File: src/rtl/hex_display_arbiter_if.sv
// Handshake and display bus shared by two requesters and the display arbiter.
// The requester side drives req/data and watches the grants. The arbiter side
// drives the grants and the registered digit outputs.
interface hex_display_arbiter_if;
  logic        req0;
  logic [15:0] data0;
  logic        req1;
  logic [15:0] data1;
  logic        gnt0;
  logic        gnt1;
  logic [15:0] hex_nibbles;
  logic [3:0]  blank;

  modport master (
    output req0, data0, req1, data1,
    input  gnt0, gnt1, hex_nibbles, blank
  );

  modport slave (
    input  req0, data0, req1, data1,
    output gnt0, gnt1, hex_nibbles, blank
  );
endinterface

File: src/rtl/hex_display_arbiter.sv
// Two-requester arbiter for a shared four-digit seven-segment display.
//
// A requester owns the display while its req is held. When both requesters
// contend, ownership alternates after the owner has held the display for
// DWELL cycles. The owner's live value is registered onto hex_nibbles
// together with a per-digit blank mask that can hide leading zeros. Digit 0
// always shows, so a value of zero still displays a single "0".
//
// Every output comes straight from a register, so no input reaches an
// output combinationally.
module hex_display_arbiter #(
  parameter int unsigned DWELL    = 50_000_000,
  parameter bit          LZ_BLANK = 1'b1
) (
  input  logic                  Clk,
  input  logic                  Reset,
  hex_display_arbiter_if.slave  bus
);

  // The dwell counter only has to reach DWELL-1. It keeps one bit when
  // DWELL is 1, because a zero-width vector is not legal.
  localparam int unsigned     CW        = (DWELL > 1) ? $clog2(DWELL) : 1;
  localparam logic [CW-1:0]   DWELL_MAX = CW'(DWELL - 1);

  typedef enum logic [1:0] {
    IDLE  = 2'd0,
    SHOW0 = 2'd1,
    SHOW1 = 2'd2
  } state_e;

  state_e          state_q, state_d;
  logic [CW-1:0]   dwell_q, dwell_d;
  logic            last_q,  last_d;   // most recently granted requester
  logic [15:0]     hex_q,   hex_d;
  logic [3:0]      blank_q, blank_d;

  logic            entering;          // next state is a SHOW state that differs from the current one
  logic [15:0]     owner_data;

  // Build the blank mask for leading zeros. A digit is blanked only when it
  // and every digit to its left are zero. Digit 0 is never blanked.
  function automatic logic [3:0] lz_mask(input logic [15:0] d);
    logic [3:0] m;
    m[3] = (d[15:12] == 4'h0);
    m[2] = m[3] & (d[11:8] == 4'h0);
    m[1] = m[2] & (d[7:4]  == 4'h0);
    m[0] = 1'b0;
    if (!LZ_BLANK) m = 4'h0;
    return m;
  endfunction

  // Ownership decision: grant on request, release on drop, rotate on dwell expiry.
  always_comb begin
    // NOTE: every variable gets a default before the case, so no path
    // leaves it unassigned and no latch is inferred.
    state_d = state_q;
    case (state_q)
      IDLE: begin
        if (bus.req0 && bus.req1) state_d = last_q ? SHOW0 : SHOW1;
        else if (bus.req0)        state_d = SHOW0;
        else if (bus.req1)        state_d = SHOW1;
      end
      SHOW0: begin
        // A drop takes priority over dwell expiry on the same edge.
        if (!bus.req0)                            state_d = bus.req1 ? SHOW1 : IDLE;
        else if (bus.req1 && dwell_q == DWELL_MAX) state_d = SHOW1;
      end
      SHOW1: begin
        if (!bus.req1)                            state_d = bus.req0 ? SHOW0 : IDLE;
        else if (bus.req0 && dwell_q == DWELL_MAX) state_d = SHOW0;
      end
      default: state_d = IDLE;
    endcase
  end

  // Dwell counter, last-served tracking and display data, all derived from
  // the next state.
  always_comb begin
    entering   = (state_d != IDLE) && (state_d != state_q);
    owner_data = (state_d == SHOW1) ? bus.data1 : bus.data0;
    dwell_d    = dwell_q;
    last_d     = last_q;
    hex_d      = 16'h0000;
    blank_d    = 4'hF;

    if (state_d == IDLE) begin
      dwell_d = '0;
    end else begin
      hex_d   = owner_data;
      blank_d = lz_mask(owner_data);
      if (entering) begin
        dwell_d = '0;
        last_d  = (state_d == SHOW1);
      end else if (dwell_q != DWELL_MAX) begin
        dwell_d = dwell_q + 1'b1;
      end
    end
  end

  // State and output registers. Reset clears them asynchronously.
  always_ff @(posedge Clk or posedge Reset) begin
    if (Reset) begin
      state_q <= IDLE;
      dwell_q <= '0;
      last_q  <= 1'b1;            // requester 0 wins the first tie
      hex_q   <= 16'h0000;
      blank_q <= 4'hF;
    end else begin
      // NOTE: non-blocking assignments let all registers update together
      // from values sampled before the edge.
      state_q <= state_d;
      dwell_q <= dwell_d;
      last_q  <= last_d;
      hex_q   <= hex_d;
      blank_q <= blank_d;
    end
  end

  // The grants are decoded directly from the state register.
  assign bus.gnt0        = (state_q == SHOW0);
  assign bus.gnt1        = (state_q == SHOW1);
  assign bus.hex_nibbles = hex_q;
  assign bus.blank       = blank_q;

endmodule
File: src/flat_wrapper.sv
// flat-port wrapper written by rule: the top's interface ports become plain ports
module hex_display_arbiter_flat 
#(
  parameter int unsigned DWELL    = 50_000_000,
  parameter bit          LZ_BLANK = 1'b1
)
  (Clk, Reset, bus_req0, bus_data0, bus_req1, bus_data1, bus_gnt0, bus_gnt1, bus_hex_nibbles, bus_blank);
  hex_display_arbiter_if bus_i ();
  input  logic Clk;
  input  logic Reset;
  input wire logic [$bits(bus_i.req0)-1:0] bus_req0;
  input wire logic [$bits(bus_i.data0)-1:0] bus_data0;
  input wire logic [$bits(bus_i.req1)-1:0] bus_req1;
  input wire logic [$bits(bus_i.data1)-1:0] bus_data1;
  output wire logic [$bits(bus_i.gnt0)-1:0] bus_gnt0;
  output wire logic [$bits(bus_i.gnt1)-1:0] bus_gnt1;
  output wire logic [$bits(bus_i.hex_nibbles)-1:0] bus_hex_nibbles;
  output wire logic [$bits(bus_i.blank)-1:0] bus_blank;
  assign bus_i.req0 = bus_req0;
  assign bus_i.data0 = bus_data0;
  assign bus_i.req1 = bus_req1;
  assign bus_i.data1 = bus_data1;
  assign bus_gnt0 = bus_i.gnt0;
  assign bus_gnt1 = bus_i.gnt1;
  assign bus_hex_nibbles = bus_i.hex_nibbles;
  assign bus_blank = bus_i.blank;
  hex_display_arbiter #(.DWELL(DWELL), .LZ_BLANK(LZ_BLANK)) u_core (.Clk(Clk), .Reset(Reset), .bus(bus_i));
endmodule
File: config.mk
export PLATFORM = sky130hd
export DESIGN_NAME = hex_display_arbiter_flat
export DESIGN_NICKNAME = d
export VERILOG_FILES = /design/src/rtl/hex_display_arbiter_if.sv /design/src/rtl/hex_display_arbiter.sv /design/src/flat_wrapper.sv
export SDC_FILE = /design/constraint.sdc
export NUM_CORES = 1
export LEC_CHECK = 0
export CAP_MARGIN = 10
export CELL_PAD_IN_SITES_DETAIL_PLACEMENT = 1
export CELL_PAD_IN_SITES_GLOBAL_PLACEMENT = 1
export CORE_ASPECT_RATIO = 0.7
export CORE_UTILIZATION = 30
export CTS_CLUSTER_DIAMETER = 50
export DETAILED_ROUTE_END_ITERATION = 8
export PLACE_DENSITY_LB_ADDON = 0.1
export SLEW_MARGIN = 20
export SYNTH_ARGS = -nofsm -noshare
export SYNTH_HDL_FRONTEND = slang
export SYNTH_SLANG_ARGS = --single-unit
File: constraint.sdc
create_clock -name Clk -period 3.91 [get_ports Clk]
set_clock_uncertainty 0.15 [all_clocks]
set_input_delay 0.5865 -clock Clk [delete_from_list [all_inputs] [get_ports Clk]]
set_output_delay 0.5865 -clock Clk [all_outputs]
set_load 0.01 [all_outputs]
==> results of run 1 <==
final cells by class:
cell class	instances	area, sq um
Clock inverter	2	13.8
Sequential cell	49	1230
Tap cell	98	123
Fill cell	867	4320
Inverter	8	33.8
Clock buffer	6	139
Multi-Input combinational cell	175	1100
Timing Repair Buffer	58	578
synth_stat cells, types with 2 or more instances:
master | n | share of area, %
dfrtp_1 | 44 | 46
nor2_1 | 35 | 5.4
xnor2_1 | 18 | 6.5
nand2_1 | 14 | 2.2
nand3_1 | 13 | 2.7
a22o_1 | 12 | 4.4
nor4_1 | 12 | 3.1
a21oi_1 | 8 | 1.7
nand4_1 | 8 | 2.1
nor3_1 | 7 | 1.4
inv_1 | 6 | 0.93
xor2_1 | 6 | 2.2
and3_1 | 5 | 1.3
clkbuf_1 | 5 | 0.78
dfstp_2 | 5 | 5.4
a211oi_1 | 4 | 1.2
a311oi_1 | 4 | 1.4
or3_1 | 4 | 1.0
a22oi_1 | 3 | 0.93
and4_1 | 2 | 0.73
buf_6 | 2 | 0.93
or4_4 | 2 | 0.93
metal layers:
metal	up-vias	global-route usage [%]	wire length, um
met4	0	5.47	80
met5	-	0	0
met2	38	24.2	2700
met1	990	26.1	3650
met3	8	3.23	223
li1	991	-	-
power by group through the flow:
stage	clock, mW	combinational [mW]	sequential (mW)
finish	0.447	0.275	0.585
global route	0.478	0.298	0.590
CTS	0.459	0.277	0.585
detailed placement	0	0.276	0.593
global placement	0	0.274	0.592
floorplan	0	0.119	0.601
stage by stage:
stage          hold WS [ns]  setup slack (ns)
6_report              0.416              1.12
5_1_grt               0.461              1.01
4_1_cts               0.423              1.13
3_5_place_dp          0.408              1.14
3_3_place_gp          0.395              1.20
2_1_floorplan         0.360              1.29
cell usage in the layout, fill, tap and decap left out, drive strengths merged, types with 12 or more instances in the layout:
cell           count
xnor2             18
nand3             13
nor4              13
clkdlybuf4s50     57
nand2             14
dfrtp             44
nor2              35
a22o              12
cells by family (layout without fill, tap and decap cells):
| kind of cell | Yosys count | after routing | synth area share (%) |
|---|---|---|---|
| flops | 49 | 49 | 51.0 |
| simple gates | 109 | 109 | 23.6 |
| fa+ha+maj | 1 | 1 | 0.518 |
| compound gates | 40 | 40 | 12.5 |
| xor+xnor | 24 | 24 | 8.70 |
| buf+inv | 16 | 74 | 3.26 |
| mux | 1 | 1 | 0.414 |
worst reg2reg max path, delay by kind of cell (launching register included):
| kind | cells | cell delay, ns |
|---|---|---|
| flip-flops | 1 | 0.42 |
| AND/OR/NAND/NOR | 4 | 1.71 |
| AO/OA/AOI/OAI | 1 | 0.26 |
| buffers and inverters | 1 | 0.14 |
worst paths after layout:
kind,slack [ns],cells after the start,end,from
max in group asynchronous,2.49,2,u_core.dwell_q[23]$_DFFE_PP0P_,Reset
worst max-delay path,1.12,6,u_core.bus.hex_nibbles[7]$_DFF_PP0_,u_core.dwell_q[24]$_DFFE_PP0P_
worst min-delay path,0.42,2,u_core.dwell_q[23]$_DFFE_PP0P_,u_core.dwell_q[23]$_DFFE_PP0P_
worst min register to register,0.42,2,u_core.dwell_q[23]$_DFFE_PP0P_,u_core.dwell_q[23]$_DFFE_PP0P_
min in group asynchronous,0.61,2,u_core.dwell_q[2]$_DFFE_PP0P_,Reset
worst max register to register,1.12,6,u_core.bus.hex_nibbles[7]$_DFF_PP0_,u_core.dwell_q[24]$_DFFE_PP0P_
state kept, by name (all words and copies together), names as in the netlist:
register / flops
u_core.bus.blank: 4
u_core.bus.hex_nibbles: 16
u_core.dwell_q: 26
u_core.state_q: 2
u_core.last_q: 1
==> results.ini, run 1 <==
[pwr]
vdd_drop_max_uv=172
power_mw=1.31
p_int_uw=955
power.switching_uw=351
powerDensity_mw_per_mm2=405
p_leak_nw=1.24
combinationalPowerShare_pct=21.0
clkPwrFrac_pct=34.2
sw_frac_of_total_pct=26.9
seqPwrFrac_pct=44.8

[layout]
antenna_cells=0
final_nets=334
area_delta_synth_final_pct=33.5
fin_cells=396
fin_util_pct=42.7
stdcell_area_sq_mm=0.00322
final_layout_size_suffix_gt1_share_pct=7.38

[die]
die_x_um=109
die_h_um=77.1
start_util_pct=32.0
core_area_sq_mm=0.00755
design.die.area_sq_mm=0.00842
ios=58
rows=26

[place]
dpl.hpwl_mm=4.95
placed_area_sq_mm=0.00307
dpl.cell_count=388
place_congestion=0.761
io_buffers=57

[clocking]
clkTransAtPathRegs_ns=0.07
cts.sinks=49
cts-root-buf=clkbuf_16
cts_tree=done
cts.path.max_buffers=2
cts_made_buffers=5
htreeDepth=2
post_cts_buffers=0
cts_hold_buf=0
ctsResizeCount=0
clk_latency_ns=0.29

[setup_path]
critPathArrivalTime_ns=2.82
crit_top_cell=or4_4
slowest_delay_ns=0.58
worstSetupEndpointType=register
start_kind=register
critPathMaxFanout=16
timing_worst_setup_path_type=reg2reg
cp_cell_sequence=or4_4, or4_4, nor3_4, or3_1, inv_4, a22o_1
critPathBufInv=1
critPathSlowestCell=or4_4
path_delay_family=simple AND/OR/NAND/NOR gates
cp.required_ns=3.94

[timing]
timing.final.crit_share_pct=71.4
setup_violations=0
drv_slew=0
slew_headroom_pct=43.4
hold_viol=0
fin_setup_tns_ns=0
max_freq_mhz=358
worst_pin_slew_ns=0.848
fin_crit_ns=2.79
rsz0062_at_grt=false

[route]
wl_per_cell_um=16.8
drt-total-wl_mm=6.66
avgViaCountPerCell=5.12
drtIter0Drc=76
drc=0
num_vias=2027
firstDrtPassIters=4
drtAntennaViolNets=0

[synth]
synthCells=240
synth-seq-area-share_pct=51.0
ys_warn_count=0
ys_ff_latch=49
avgSynthCellArea_sq_um=10.1
synth_cell_types=43
synth_top_flop_cell=dfrtp_1
netlist_area_sq_mm=0.00242
async_reset_ff_share_pct=100
synth_edf_count=0
syn_nets=277

[run]
cap_violations=0

[global_routing]
grt_pass1_wl_mm=11.1
antenna_found_initial=0
grt-ovfl-total=0
grt_pass1_vias=2124
gr-usage-all-layers_pct=17.2
grt_max_degree=50

[min_path]
hold_path.class=reg2reg

[status]
status=finished, final reports clean

(Power assumes the default switching activity.)
==> run 2, diff against run 1 <==
==> constraint.sdc (replaced) <==
create_clock -name Clk -period 2.37 [get_ports Clk]
set_clock_uncertainty 0.15 [all_clocks]
set_input_delay 0.3555 -clock Clk [delete_from_list [all_inputs] [get_ports Clk]]
set_output_delay 0.3555 -clock Clk [all_outputs]
set_load 0.01 [all_outputs]
==> run 2 against run 1 <==
The run now ends with negative setup slack left. Sequential share of layout area fell by 6.0 points. Die area did not move. Power rose by 80%. Sequential power rose by 64%. Core utilization rose by 8.0 points. First-iteration DRC count fell by 5.3%. Maximum frequency rose by 17%. Setup slack got worse by 1.1 ns.
==> results.ini, run 2 (synthesis gave the netlist of run 1 again) <==
[global_routing]
grt_max_degree=50  ; unchanged
grt-ovfl-total=0  ; unchanged
gr-usage-all-layers_pct=18.0  ; +0.84 points
top_usage_layer=met1
grtUsageMet3_pct=3.15  ; -0.085 points
grt_pass1_wl_mm=11.6  ; +5.4%
grt_use_met1_pct=27.4  ; +1.3 points
grt_pass1_vias=2289  ; +7.8%
grt_use_met2_pct=26.2  ; +2.1 points
antenna_found_initial=0  ; unchanged

[setup_path]
cp.required_ns=2.39  ; -1.55 ns
worstSetupEndpointType=register
timing_worst_setup_path_type=reg2reg
critPathMaxFanout=16  ; unchanged
start_kind=register
critPathArrivalTime_ns=2.42  ; -0.40 ns

[timing]
worst_pin_slew_ns=0.414  ; -0.433 ns
finalWorstSetupSlack_ns=-0.0265  ; -1.14 ns
drv_slew=0  ; unchanged
max_freq_mhz=417  ; +17%
hold_viol=0  ; unchanged
rsz0062_at_grt=true
fin_crit_ns=2.40  ; -0.396 ns
fin_setup_tns_ns=-0.130  ; -0.130 ns
slew_headroom_pct=72.1  ; +29 points
setup_violations=9  ; +9
timing.final.crit_share_pct=101  ; +30 points

[pwr]
vdd_drop_max_uv=308  ; +79%
power_mw=2.35  ; +80%
p_leak_nw=1.54  ; +24%
powerDensity_mw_per_mm2=615  ; +52%

[min_path]
hold_path.class=in2async

[status]
violations=negative setup slack
status=finished, violations left

[layout]
final_cell_mix=57 x clkdlybuf4s50_1, 44 x buf_4, 44 x dfrtp_1
area_delta_synth_final_pct=58.3
largest_reg_flops=26  ; unchanged
final_layout_size_suffix_gt1_share_pct=26.9  ; +19 points
final_nets=382  ; +14%
antenna_cells=0  ; unchanged
multi_input_area_sq_mm=0.00127  ; +15%
final-seq-area_sq_mm=0.00123  ; unchanged
stdcell_area_sq_mm=0.00382  ; +19%
fillers=832  ; -4.0%
final_common_cell=clkdlybuf4s50_1
fin_util_pct=50.7  ; +8.0 points
regMostFlops=u_core.dwell_q

[place]
placed_area_sq_mm=0.00343  ; +12%
io_buffers=57  ; unchanged
place_congestion=0.793  ; +4.2%
dp_slack_ns=-0.188  ; -1.33 ns
dpl.hpwl_mm=5.33  ; +7.7%

[clocking]
cts_made_buffers=5  ; unchanged
htreeDepth=2  ; unchanged
cts-root-buf=clkbuf_16
cts.path.max_buffers=2  ; unchanged
clk_latency_ns=0.29  ; about the same
cts_tree=done
clkTransAtPathRegs_ns=0.06  ; about the same
cts.sinks=49  ; unchanged

[run]
cap_violations=0  ; unchanged

[route]
drt-total-wl_mm=7.37  ; +11%
drc=0  ; unchanged
wl_per_cell_um=16.6  ; -1.3%
drtAntennaViolNets=0  ; unchanged
drtIter0Drc=72  ; -5.3%
avgViaCountPerCell=5.08  ; -0.78%
num_vias=2255  ; +11%
firstDrtPassIters=6  ; +2

[die]
die_h_um=77.1  ; unchanged
ios=58  ; unchanged
design.die.area_sq_mm=0.00842  ; unchanged
rows=26  ; unchanged
start_util_pct=32.0  ; unchanged
die_x_um=109  ; unchanged
core_area_sq_mm=0.00755  ; unchanged

## run 2: changes by cell type in the layout (fill, tap and decap cells not counted), moves of 6 or more
cell,before,now
nor2_1,35,25
nor2_4,0,10
buf_4,1,44
a21oi_2,0,6
a21oi_1,8,2
## run 2: through the flow
stage / std cells / hold WS [ns]
after floorplan: 240 / 0.338
after global placement: 431 / 0.385
after detailed placement: 431 / 0.395
after CTS: 440 / 0.298
after global routing: 444 / 0.337
final: 444 / 0.284
## run 2: path summary, 6_finish.rpt
path	from	end	slack, ns	depth (start not counted)
setup / recovery	u_core.dwell_q[11]$_DFFE_PP0P_	u_core.bus.hex_nibbles[8]$_DFF_PP0_	-0.03	6
hold / removal	Reset	u_core.dwell_q[6]$_DFFE_PP0P_	0.28	3
setup reg to reg	u_core.dwell_q[11]$_DFFE_PP0P_	u_core.bus.hex_nibbles[8]$_DFF_PP0_	-0.03	6
hold reg to reg	u_core.dwell_q[22]$_DFFE_PP0P_	u_core.dwell_q[22]$_DFFE_PP0P_	0.42	2
max in group asynchronous	Reset	u_core.last_q$_DFFE_PP1P_	1.50	3
min in group Clk	u_core.dwell_q[22]$_DFFE_PP0P_	u_core.dwell_q[22]$_DFFE_PP0P_	0.42	2
## run 2: routing by layer
| layer | wire [um] | part of all wire, % | vias to the layer above |
|---|---|---|---|
| met4 | 44 | 0.60 | 0 |
| met5 | 0 | 0 | - |
| met1 | 3820 | 52 | 1122 |
| met2 | 3270 | 44 | 42 |
| met3 | 236 | 3.2 | 4 |
| li1 | - | - | 1087 |
## run 2: power by group
group,total [mW],internal [mW],switching [mW]
clock,0.833,0.528,0.305
combinational,0.559,0.299,0.261
sequential,0.959,0.921,0.0386
total,2.35,1.75,0.604
## run 2: worst max-delay path: stages (launching register included)
cell and delay (ns):
dfrtp_1 0.38, or4b_4 0.54, or4_4 0.56, nor3_4 0.14, or3_4 0.21, inv_8 0.07
a22o_1 0.23
## run 2: layout make-up
| cell class | count | share of cell area, % |
|---|---|---|
| Clock inverter | 1 | 0.785 |
| Tap cell | 98 | 3.21 |
| Inverter | 8 | 1.11 |
| Sequential cell | 49 | 32.2 |
| Clock buffer | 7 | 3.73 |
| Timing Repair Buffer | 106 | 25.8 |
| Multi-Input combinational cell | 175 | 33.1 |
## run 2: what timing repair did
| item | 4_1_cts | 5_1_grt |
|---|---|---|
| hold buffers | 0 | 0 |
| endpoints found under the setup margin | 20 | 37 |
| pin swaps | 0 | 12 |
| cloned | 0 | 1 |
| buffers inserted | 1 | 3 |
| resized for setup | 4 | 36 |
